**src/rtl/rv_ctrl_pkg.sv**
```systemverilog
// Shared RV32I control definitions: opcodes, ALU and PC-mux select codes, the
// injected NOP, and a writeback-enable helper used by the hazard logic.
package rv_ctrl_pkg;

    typedef enum logic [6:0] {
        OPC_LOAD   = 7'h03,
        OPC_OP_IMM = 7'h13,
        OPC_AUIPC  = 7'h17,
        OPC_STORE  = 7'h23,
        OPC_OP     = 7'h33,
        OPC_LUI    = 7'h37,
        OPC_BRANCH = 7'h63,
        OPC_JALR   = 7'h67,
        OPC_JAL    = 7'h6F,
        OPC_SYSTEM = 7'h73
    } opcode_e;

    typedef enum logic [3:0] {
        ALU_ADD    = 4'd0,
        ALU_SUB    = 4'd1,
        ALU_SLL    = 4'd2,
        ALU_SLT    = 4'd3,
        ALU_SLTU   = 4'd4,
        ALU_XOR    = 4'd5,
        ALU_SRL    = 4'd6,
        ALU_SRA    = 4'd7,
        ALU_OR     = 4'd8,
        ALU_AND    = 4'd9,
        ALU_PASS_B = 4'd10
    } alu_e;

    typedef enum logic [1:0] {
        PCSEL_IMM_FD  = 2'd0,
        PCSEL_ALU     = 2'd1,
        PCSEL_PC4     = 2'd2,
        PCSEL_RECOVER = 2'd3
    } pcsel_e;

    localparam logic [31:0] NOP_INST = 32'h0000_0013;
    localparam logic [1:0]  BHT_INIT = 2'b01;

    // CSR ops live under SYSTEM; x0 destinations never count as a write.
    function automatic logic writes_rd(input logic [31:0] inst);
        logic op_ok;
        case (inst[6:0])
            OPC_LUI, OPC_AUIPC, OPC_JAL, OPC_JALR,
            OPC_LOAD, OPC_OP_IMM, OPC_OP, OPC_SYSTEM: op_ok = 1'b1;
            default:                                   op_ok = 1'b0;
        endcase
        return op_ok && (inst[11:7] != 5'd0);
    endfunction

endpackage

```
**src/rtl/pipe_ctrl_if.sv**
```systemverilog
// Datapath <-> control bundle for the 3-stage pipeline; master is the datapath
// side, slave is pipe_ctrl.
interface pipe_ctrl_if;
    logic [31:0] inst_fd;
    logic [31:0] pc_fd;
    logic [31:0] pc_x;
    logic        stall_in;
    logic        breq;
    logic        brlt;
    logic [1:0]  pc_sel;
    logic        flush_fd;
    logic        stall;
    logic [31:0] inst_x;
    logic [31:0] inst_mw;
    logic        wb2d_a;
    logic        wb2d_b;
    logic [1:0]  asel;
    logic [1:0]  bsel;
    logic        fwd_rs2_x;
    logic        brun;
    logic [3:0]  alu_sel;

    modport master (
        output inst_fd, pc_fd, pc_x, stall_in, breq, brlt,
        input  pc_sel, flush_fd, stall, inst_x, inst_mw, wb2d_a, wb2d_b,
               asel, bsel, fwd_rs2_x, brun, alu_sel
    );

    modport slave (
        input  inst_fd, pc_fd, pc_x, stall_in, breq, brlt,
        output pc_sel, flush_fd, stall, inst_x, inst_mw, wb2d_a, wb2d_b,
               asel, bsel, fwd_rs2_x, brun, alu_sel
    );
endinterface

```
**src/rtl/bht_2bit.sv**
```systemverilog
// Branch history table of 2-bit saturating counters; the read port sees the
// pre-update value when it hits the entry being written this cycle.
module bht_2bit #(
    parameter  int unsigned DEPTH = 16,
    localparam int unsigned IW    = $clog2(DEPTH)
) (
    input  logic          clk,
    input  logic          rst,
    input  logic [IW-1:0] rd_idx,
    output logic          rd_taken,
    input  logic          wr_en,
    input  logic [IW-1:0] wr_idx,
    input  logic          wr_taken
);
    import rv_ctrl_pkg::*;

    logic [1:0] cnt_q [DEPTH];
    logic [1:0] cnt_d [DEPTH];

    always_comb begin
        cnt_d = cnt_q;
        if (wr_en) begin
            if (wr_taken && cnt_q[wr_idx] != 2'b11) begin
                cnt_d[wr_idx] = cnt_q[wr_idx] + 2'd1;
            end else if (!wr_taken && cnt_q[wr_idx] != 2'b00) begin
                cnt_d[wr_idx] = cnt_q[wr_idx] - 2'd1;
            end
        end
    end

    always_ff @(posedge clk) begin
        if (rst) begin
            for (int unsigned i = 0; i < DEPTH; i++) begin
                cnt_q[i] <= BHT_INIT;
            end
        end else begin
            cnt_q <= cnt_d;
        end
    end

    assign rd_taken = cnt_q[rd_idx][1];

endmodule

```
**src/rtl/pipe_ctrl.sv**
```systemverilog
// Control/hazard unit for the FD -> X -> MW RV32I pipeline: X/MW instruction
// registers, X decode, WB forwarding selects and predicted branch resolution.
module pipe_ctrl #(
    parameter int unsigned BHT_DEPTH  = 16,
    parameter bit          PREDICT_EN = 1'b1,
    parameter logic [31:0] NOP_INST   = rv_ctrl_pkg::NOP_INST
) (
    input logic        clk,
    input logic        rst,
    pipe_ctrl_if.slave bus
);
    import rv_ctrl_pkg::*;

    localparam int unsigned IW = $clog2(BHT_DEPTH);

    logic [31:0] inst_x_q, inst_x_d;
    logic [31:0] inst_mw_q, inst_mw_d;
    logic        pred_x_q, pred_x_d;

    logic [6:0] op_fd, op_x;
    logic [4:0] rs1_fd, rs2_fd, rs1_x, rs2_x, rd_mw;
    logic [2:0] f3_x;
    logic       f7b5_x;
    logic       wb_en_mw, fwd_a_x, fwd_b_x;
    logic       x_branch, taken_x, pred_fd, bht_taken, redirect_x;
    alu_e       alu_sel;
    pcsel_e     pc_sel;
    logic [1:0] asel, bsel;
    logic       unused_bits;

    assign op_fd  = bus.inst_fd[6:0];
    assign rs1_fd = bus.inst_fd[19:15];
    assign rs2_fd = bus.inst_fd[24:20];
    assign op_x   = inst_x_q[6:0];
    assign f3_x   = inst_x_q[14:12];
    assign f7b5_x = inst_x_q[30];
    assign rs1_x  = inst_x_q[19:15];
    assign rs2_x  = inst_x_q[24:20];
    assign rd_mw  = inst_mw_q[11:7];

    assign wb_en_mw = writes_rd(inst_mw_q);
    assign fwd_a_x  = wb_en_mw && (rd_mw == rs1_x);
    assign fwd_b_x  = wb_en_mw && (rd_mw == rs2_x);
    assign x_branch = (op_x == OPC_BRANCH);

    bht_2bit #(.DEPTH(BHT_DEPTH)) u_bht (
        .clk      (clk),
        .rst      (rst),
        .rd_idx   (bus.pc_fd[2 +: IW]),
        .rd_taken (bht_taken),
        .wr_en    (x_branch && !bus.stall_in),
        .wr_idx   (bus.pc_x[2 +: IW]),
        .wr_taken (taken_x)
    );

    always_comb begin
        alu_sel = ALU_ADD;
        case (op_x)
            OPC_LUI: alu_sel = ALU_PASS_B;
            OPC_OP, OPC_OP_IMM: begin
                case (f3_x)
                    3'b000:  alu_sel = (op_x == OPC_OP && f7b5_x) ? ALU_SUB : ALU_ADD;
                    3'b001:  alu_sel = ALU_SLL;
                    3'b010:  alu_sel = ALU_SLT;
                    3'b011:  alu_sel = ALU_SLTU;
                    3'b100:  alu_sel = ALU_XOR;
                    3'b101:  alu_sel = f7b5_x ? ALU_SRA : ALU_SRL;
                    3'b110:  alu_sel = ALU_OR;
                    default: alu_sel = ALU_AND;
                endcase
            end
            default: alu_sel = ALU_ADD;
        endcase
    end

    always_comb begin
        taken_x = 1'b0;
        if (x_branch) begin
            case (f3_x)
                3'b000:          taken_x = bus.breq;
                3'b001:          taken_x = !bus.breq;
                3'b100, 3'b110:  taken_x = bus.brlt;
                3'b101, 3'b111:  taken_x = !bus.brlt;
                default:         taken_x = 1'b0;
            endcase
        end
    end

    always_comb begin
        asel = 2'd0;
        if (op_x == OPC_AUIPC || op_x == OPC_JAL || x_branch) begin
            asel = 2'd1;
        end else if (fwd_a_x) begin
            asel = 2'd2;
        end
        bsel = 2'd1;
        if (op_x == OPC_OP) begin
            bsel = fwd_b_x ? 2'd2 : 2'd0;
        end
    end

    // A resolved X redirect outranks any FD-stage jump or prediction.
    always_comb begin
        pred_fd = PREDICT_EN && (op_fd == OPC_BRANCH) && bht_taken;
        pc_sel  = PCSEL_PC4;
        if (op_x == OPC_JALR || (x_branch && taken_x && !pred_x_q)) begin
            pc_sel = PCSEL_ALU;
        end else if (x_branch && !taken_x && pred_x_q) begin
            pc_sel = PCSEL_RECOVER;
        end else if (op_fd == OPC_JAL || pred_fd) begin
            pc_sel = PCSEL_IMM_FD;
        end
        redirect_x = (pc_sel == PCSEL_ALU) || (pc_sel == PCSEL_RECOVER);
    end

    always_comb begin
        inst_x_d  = inst_x_q;
        inst_mw_d = inst_mw_q;
        pred_x_d  = pred_x_q;
        if (!bus.stall_in) begin
            inst_mw_d = inst_x_q;
            inst_x_d  = redirect_x ? NOP_INST : bus.inst_fd;
            pred_x_d  = pred_fd && !redirect_x;
        end
    end

    always_ff @(posedge clk) begin
        if (rst) begin
            inst_x_q  <= NOP_INST;
            inst_mw_q <= NOP_INST;
            pred_x_q  <= 1'b0;
        end else begin
            inst_x_q  <= inst_x_d;
            inst_mw_q <= inst_mw_d;
            pred_x_q  <= pred_x_d;
        end
    end

    assign bus.pc_sel    = pc_sel;
    assign bus.flush_fd  = redirect_x;
    assign bus.stall     = bus.stall_in;
    assign bus.inst_x    = inst_x_q;
    assign bus.inst_mw   = inst_mw_q;
    assign bus.wb2d_a    = wb_en_mw && (rd_mw == rs1_fd);
    assign bus.wb2d_b    = wb_en_mw && (rd_mw == rs2_fd);
    assign bus.asel      = asel;
    assign bus.bsel      = bsel;
    assign bus.fwd_rs2_x = fwd_b_x && (x_branch || op_x == OPC_STORE);
    assign bus.brun      = x_branch && (f3_x[2:1] == 2'b11);
    assign bus.alu_sel   = alu_sel;

    assign unused_bits = ^{bus.inst_fd, bus.pc_fd, bus.pc_x, inst_mw_q};

endmodule
```
**src/flat_wrapper.sv**
```systemverilog
// flat-port wrapper written by rule: the top's interface ports become plain ports
module pipe_ctrl_flat import rv_ctrl_pkg::*;
#(
    parameter int unsigned BHT_DEPTH  = 16,
    parameter bit          PREDICT_EN = 1'b1,
    parameter logic [31:0] NOP_INST   = rv_ctrl_pkg::NOP_INST
)
  (clk, rst, bus_inst_fd, bus_pc_fd, bus_pc_x, bus_stall_in, bus_breq, bus_brlt, bus_pc_sel, bus_flush_fd, bus_stall, bus_inst_x, bus_inst_mw, bus_wb2d_a, bus_wb2d_b, bus_asel, bus_bsel, bus_fwd_rs2_x, bus_brun, bus_alu_sel);
  pipe_ctrl_if bus_i ();
  input logic clk;
  input logic rst;
  input wire logic [$bits(bus_i.inst_fd)-1:0] bus_inst_fd;
  input wire logic [$bits(bus_i.pc_fd)-1:0] bus_pc_fd;
  input wire logic [$bits(bus_i.pc_x)-1:0] bus_pc_x;
  input wire logic [$bits(bus_i.stall_in)-1:0] bus_stall_in;
  input wire logic [$bits(bus_i.breq)-1:0] bus_breq;
  input wire logic [$bits(bus_i.brlt)-1:0] bus_brlt;
  output wire logic [$bits(bus_i.pc_sel)-1:0] bus_pc_sel;
  output wire logic [$bits(bus_i.flush_fd)-1:0] bus_flush_fd;
  output wire logic [$bits(bus_i.stall)-1:0] bus_stall;
  output wire logic [$bits(bus_i.inst_x)-1:0] bus_inst_x;
  output wire logic [$bits(bus_i.inst_mw)-1:0] bus_inst_mw;
  output wire logic [$bits(bus_i.wb2d_a)-1:0] bus_wb2d_a;
  output wire logic [$bits(bus_i.wb2d_b)-1:0] bus_wb2d_b;
  output wire logic [$bits(bus_i.asel)-1:0] bus_asel;
  output wire logic [$bits(bus_i.bsel)-1:0] bus_bsel;
  output wire logic [$bits(bus_i.fwd_rs2_x)-1:0] bus_fwd_rs2_x;
  output wire logic [$bits(bus_i.brun)-1:0] bus_brun;
  output wire logic [$bits(bus_i.alu_sel)-1:0] bus_alu_sel;
  assign bus_i.inst_fd = bus_inst_fd;
  assign bus_i.pc_fd = bus_pc_fd;
  assign bus_i.pc_x = bus_pc_x;
  assign bus_i.stall_in = bus_stall_in;
  assign bus_i.breq = bus_breq;
  assign bus_i.brlt = bus_brlt;
  assign bus_pc_sel = bus_i.pc_sel;
  assign bus_flush_fd = bus_i.flush_fd;
  assign bus_stall = bus_i.stall;
  assign bus_inst_x = bus_i.inst_x;
  assign bus_inst_mw = bus_i.inst_mw;
  assign bus_wb2d_a = bus_i.wb2d_a;
  assign bus_wb2d_b = bus_i.wb2d_b;
  assign bus_asel = bus_i.asel;
  assign bus_bsel = bus_i.bsel;
  assign bus_fwd_rs2_x = bus_i.fwd_rs2_x;
  assign bus_brun = bus_i.brun;
  assign bus_alu_sel = bus_i.alu_sel;
  pipe_ctrl #(.BHT_DEPTH(BHT_DEPTH), .PREDICT_EN(PREDICT_EN), .NOP_INST(NOP_INST)) u_core (.clk(clk), .rst(rst), .bus(bus_i));
endmodule
```
**config.mk**
```make
export PLATFORM = sky130hd
export DESIGN_NAME = pipe_ctrl_flat
export DESIGN_NICKNAME = d
export VERILOG_FILES = /design/src/rtl/rv_ctrl_pkg.sv /design/src/rtl/pipe_ctrl_if.sv /design/src/rtl/bht_2bit.sv /design/src/rtl/pipe_ctrl.sv /design/src/flat_wrapper.sv
export SDC_FILE = /design/constraint.sdc
export NUM_CORES = 1
export LEC_CHECK = 0
export CAP_MARGIN = 20
export CORE_MARGIN = 3
export CORE_UTILIZATION = 50
export DETAILED_ROUTE_END_ITERATION = 12
export GPL_ROUTABILITY_DRIVEN = 0
export HOLD_SLACK_MARGIN = 0.06
export PLACE_DENSITY = 0.95
export SYNTH_ARGS = -nofsm -noshare
export SYNTH_HDL_FRONTEND = slang
export SYNTH_HIERARCHICAL = 1
export SYNTH_SLANG_ARGS = --single-unit
```
**constraint.sdc**
```tcl
create_clock -name clk -period 6.2 [get_ports clk]
set_input_delay 0.93 -clock clk [delete_from_list [all_inputs] [get_ports clk]]
set_output_delay 0.93 -clock clk [all_outputs]
set_load 0.03 [all_outputs]
```
; ---- Word-level counts from Yosys, hierarchy flattened
; Index checks and enable logic that the tools add are counted.
[word_totals]
inputBits = 101
elab_cells = 125
reg_bits = 97
[classes]
mux = 27
addsub = 2
eq_ne = 33
order_cmp = 3
n_reduce_logical = 39
bitwise = 2
[ops]
columns = operator, n
row1 = $mux 32, 3
row2 = $bwmux 32, 2
row3 = $eq 7x7->1 const B, 8
row4 = $eq 7x6->1 const B, 5
row5 = $eq 7x5->1 const B, 4
row6 = $pmux 4 s7, 1
row7 = $mux 2, 12
row8 = $eq 5x5->1, 4
row9 = $logic_and 1x1->1, 18
row10 = $bmux 2 s4, 2
row11 = $eq 3x3->1 const B, 4
row12 = $ge 5x5->1 const B, 2
row13 = $not 4->5, 2
row14 = $demux 2 s4, 1
row15 = $pmux 4 s2, 1
row16 = $reduce_or 8->1, 1
row17 = $eq 7x2->1 const B, 1
row18 = $eq 3x2->1 const B, 2
row19 = $logic_not 1->1, 6
row20 = $logic_or 1x1->1, 6
row21 = $reduce_or 2->1, 3
row22 = $lt 5x1->1 const B, 1
row23 = $reduce_bool 5->1, 1
row24 = $eq 2x2->1 const B, 2
row25 = other kinds (10), 14

; ---- Depth between registers and ports, before layout
[logic_depth]
ltp_word = 13
depth_mapped = 12

; ---- Modules after synthesis
; The synthesis kept the hierarchy.
[by_module_without_submodules]
columns = mod, seq_area_each_um2, cells_per_inst, area_per_inst_um2, n_inst
row1 = pipe_ctrl, 1301.2, 387, 3359.5, 1
row2 = bht_2bit, 640.6, 174, 1971.9, 1

; ---- Worst setup path before layout
; Ideal clock, no wire load.
[synth_path]
path_kind = input to output
from = input bus_pc_fd[3]
to = output bus_pc_sel[1]
cell_stages = 8
t_required_ns = 5.270
setup_slack_ns = 2.476
arrival_ns = 2.794
n_path_buf = 0
cell_sequence = mux4_2 > nor2b_1 > a211oi_1 > a21oi_1 > nor3b_1 > o2111ai_1 > a21oi_1 > o221ai_1
[synth_between]
elab_chain_cells = 9
[synth_rtl]
columns = item, line
row1 = from (decl), flat_wrapper.sv:13  ; input wire logic [$bits(bus_i.pc_fd)-1:0] bus_pc_fd;
row2 = $not 4->5 (not written as such), bht_2bit.sv:41  ; assign rd_taken = cnt_q[rd_idx][1];
row3 = $bmux 2 s4, bht_2bit.sv:41
row4 = $mux 2 (not written as such) (2 in series), bht_2bit.sv:41
row5 = net u_core.bht_taken, pipe_ctrl.sv:25  ; logic x_branch, taken_x, pred_fd, bht_taken, redirect_x;
row6 = $logic_and 1x1->1, pipe_ctrl.sv:104  ; pred_fd = PREDICT_EN && (op_fd == OPC_BRANCH) && bht_taken;
row7 = $logic_or 1x1->1, pipe_ctrl.sv:110  ; end else if (op_fd == OPC_JAL || pred_fd) begin
row8 = $mux 2, pipe_ctrl.sv:110
row9 = $mux 2, pipe_ctrl.sv:108  ; end else if (x_branch && !taken_x && pred_x_q) begin
row10 = $mux 2, pipe_ctrl.sv:106  ; if (op_x == OPC_JALR || (x_branch && taken_x && !pred_x_q)) begin
row11 = to (decl), flat_wrapper.sv:18  ; output wire logic [$bits(bus_i.pc_sel)-1:0] bus_pc_sel;
; The timed path passes the listed nets, and every way through them passes these cells. The select of a mux whose other input is x is not followed.

; ---- Worst setup path in the final report
; Same ends and word-level chain as after synthesis.

==> summary by stage <==
Floorplan
The core outline area is 10400 um^2. The die is 109 um tall. The die boundary width is roughly 110 um. The die area is ~12000 um^2.

For this configuration, the core starts out at a cell density of 51.4%. For this design the top-level I/O count stands at 181. The initialized floorplan defines 37 standard-cell rows.

Final layout
The most common cell after layout, fill and taps aside is sky130_fd_sc_hd__clkdlybuf4s50_1. The layout net count is around 760. Compared with the post-synthesis result, the final layout area differs by 26.3%.

In the final layout, the share of cells above drive strength 1 is 11.8%. In the layout the commonest cells are sky130_fd_sc_hd__clkdlybuf4s50_1 (122), sky130_fd_sc_hd__dfxtp_1 (97), sky130_fd_sc_hd__mux2i_1 (62). Cells fill 64.9% of the core in the end.

The repair_antennas step left the layout with diodes totalling 0. The final standard cell area without fillers is ~6700 um^2.

Pwr
For this design the ratio of total power to cell area is 221 nW/um^2. The design draws 0.00149 W. Across the VDD grid, the largest voltage drop is 0.000126 V.

For this design the static power due to leakage is 2.54 nW.

Min path
The worst hold path belongs to the class reg2reg.

Drt
After detailed routing, the average wire length per cell comes to 18.0 um. The DRC violations left is 0. After detailed routing, the total wire length is 14.4 mm. The detailed-router iteration count before antenna repair is 5. The remaining antenna violation count after routing is 0. The total vias in the final route is approximately 4700. In the routed layout, each cell is associated on average with a via count of 5.86. The violation count after the first detailed-route iteration is ~230.

Clocking
The post-cts sizing count is 0. Clock-pin slew was measured on the worst setup and hold paths at 0.08 ns. For this design, the CTS-stage hold fixing added 0 buffers.

Post-CTS timing repair inserted 0 buffers for setup. The H-tree was split into 3 levels. TritonCTS built the clock tree. The clock network latency to the later pin of the worst-skew pair is roughly 0.36 ns. Counting the buffers created by CTS gives 9. The maximum clock path buffer count is 2. The root buffer cell chosen for the clock tree is sky130_fd_sc_hd__clkbuf_8. CTS saw 97 sinks.

Worst setup path
STA puts the critical path data required time at 5.27 ns. The arrival time reported for the critical path endpoint is between 4 and 5 ns. The critical path in this run is classified as in2out. The type of element launching the critical path is an input port.

STA classifies the critical path endpoint as an output port. The largest fanout on the critical path is 4.

Timing
The total negative slack is 0 ns. Setup repair after global routing left no endpoint under its margin. At the pin with the least slew margin, the transition time is 1.04 ns. Clock skew on the completed layout was measured at 0.00969 ns. Setup violations remaining at the end of the flow were counted as 0. The post-layout worst setup margin is ~1.2 ns. The final hold violation count came to 0. The shortest clock period the worst path allows after layout is 5.01 ns. The maximum achievable frequency is 0.199 GHz.

The number of slew-limit violations in the final report is 0. The worst pin sits at a relative slew slack of 30.4%. The post-route clock period utilization is 80.9%.

Global routing
For this run the aggregate overflow at the end of global routing stands at 0. The initial antenna violation count was 0. Entering global routing, the biggest net connects 74 pins. The first global-routing pass estimated 22.2 mm of wire.

Across every metal layer, demand over resource in global routing totals between 20% and 30%. The number of global-route vias before repair was about 4500.

Synthesis
The share of synthesized area in the top cell type comes to between 30% and 40%. The total standard cell area after synthesis is about 5300 um^2. The warning count from the yosys run is 6. The cell taking the most area after synthesis is sky130_fd_sc_hd__dfxtp_1. Counting flops and latches in the post-synthesis netlist gives between 90 and 100. The number of library cell types mapped by synthesis is 62. Each instance of the synthesized netlist takes up on average approximately 9.5 um^2.

By area the synthesized netlist is led by sky130_fd_sc_hd__dfxtp_1 (36%), sky130_fd_sc_hd__mux2i_1 (12%), sky130_fd_sc_hd__nor2_1 (4.2%). The commonest register cell after synthesis is sky130_fd_sc_hd__dfxtp_1. The synthesized design contains 0 enable-type register cells.

The net count of the mapped netlist is 664. After technology mapping, the gate count stands at 561. Sequential elements use 36.4% of the synthesized area. After synthesis, the share of flip-flops with an asynchronous set or reset is 0%.

Outcome
The flow ran to the end, and the final reports show no timing, DRC or antenna violations.

Placed design
The port buffer count is 124. Prior to clock tree synthesis, the placed netlist has a worst setup slack of 1.19 ns. In this run the cell area measured after placement is between 6000 and 7000 um^2. The estimated wirelength of the detail-placed design is roughly 10 mm.

Run
The reported max-cap violation count is 0.
-- final cells by class --
type	count	area, um^2
sequential	97	1940
inverter	3	11.3
tap	136	170
fill	799	3640
multi-input combinational	416	3150
timing repair buffer	129	1270
clock buffer	12	145
clock inverter	4	51.3
-- cell families (layout without fill, tap and decap cells) --
kind of cell / count (synthesis) / in the layout / share of synthesized area, %
xor+xnor: 21 / 21 / 3.45
buf+inv: 48 / 148 / 4.76
flops: 97 / 97 / 36.4
simple gates: 216 / 216 / 24.8
compound gates: 100 / 100 / 13.5
mux: 77 / 77 / 16.5
fa+ha+maj: 2 / 2 / 0.469
-- critical path, stage by stage --
cell and delay, ns:
sky130_fd_sc_hd__clkdlybuf4s50_1 0.64, sky130_fd_sc_hd__mux4_2 0.54, sky130_fd_sc_hd__nor2b_1 0.14, sky130_fd_sc_hd__a211oi_1 0.20
sky130_fd_sc_hd__a21oi_1 0.12, sky130_fd_sc_hd__nor3b_1 0.18, sky130_fd_sc_hd__o2111ai_1 0.30, sky130_fd_sc_hd__nand2_1 0.09
sky130_fd_sc_hd__o221ai_1 0.22, sky130_fd_sc_hd__clkdlybuf4s50_1 0.72
-- metrics by stage --
step,hold WS [ns],std cells
2_1_floorplan,0.435,561
3_3_place_gp,0.448,780
3_5_place_dp,0.471,780
4_1_cts,0.497,796
5_1_grt,0.523,797
6_report,0.494,797
-- routing by layer --
| metal | part of all wire (%) | routed length, um | vias up | track usage, % |
|---|---|---|---|---|
| met5 | 0 | 0 | - | 0 |
| met4 | 1.6 | 230 | 0 | 8.19 |
| met3 | 7.2 | 1040 | 21 | 4.20 |
| met2 | 52 | 7480 | 210 | 43.2 |
| met1 | 39 | 5610 | 2239 | 27.1 |
| li1 | - | - | 2204 | - |
-- cells in the mapped netlist, drive strengths merged (3+ instances only) --
cell type and number:
dfxtp 97, mux2i 63, nor2 59, nand2 40, clkbuf 26, nor2b 20
buf 19, nor3 18, or3b 18, nand2b 17, o21ai 17, o21bai 15
o22ai 15, a21oi 14, a2bb2oi 14, a211o 13, xnor2 11, nand3 10
xor2 10, mux4 8, mux2 6, nor4 6, or2 5, nand4 4
inv 3, nand3b 3, o2bb2ai 3, or3 3
-- final timing paths --
kind	startpoint	endpoint	slack (ns)	cells after the start
hold / removal	flop	flop	0.49	2
setup reg to reg	u_core/bus.inst_x[2]	u_core/u_bht/cnt_q[25]	3.21	8
setup / recovery	bus_pc_fd[3]	bus_pc_sel[1]	1.19	10
hold reg to reg	flop	flop	0.49	2
-- report_power, final --
group          switching (W)  leakage [nW]  total (W)  internal (W)
Clock               0.000219        0.0970   0.000418      0.000199
Sequential         0.0000478         0.794   0.000704      0.000656
Combinational       0.000209          1.65   0.000370      0.000160
No activity file was read; power rests on OpenSTA's default activity.
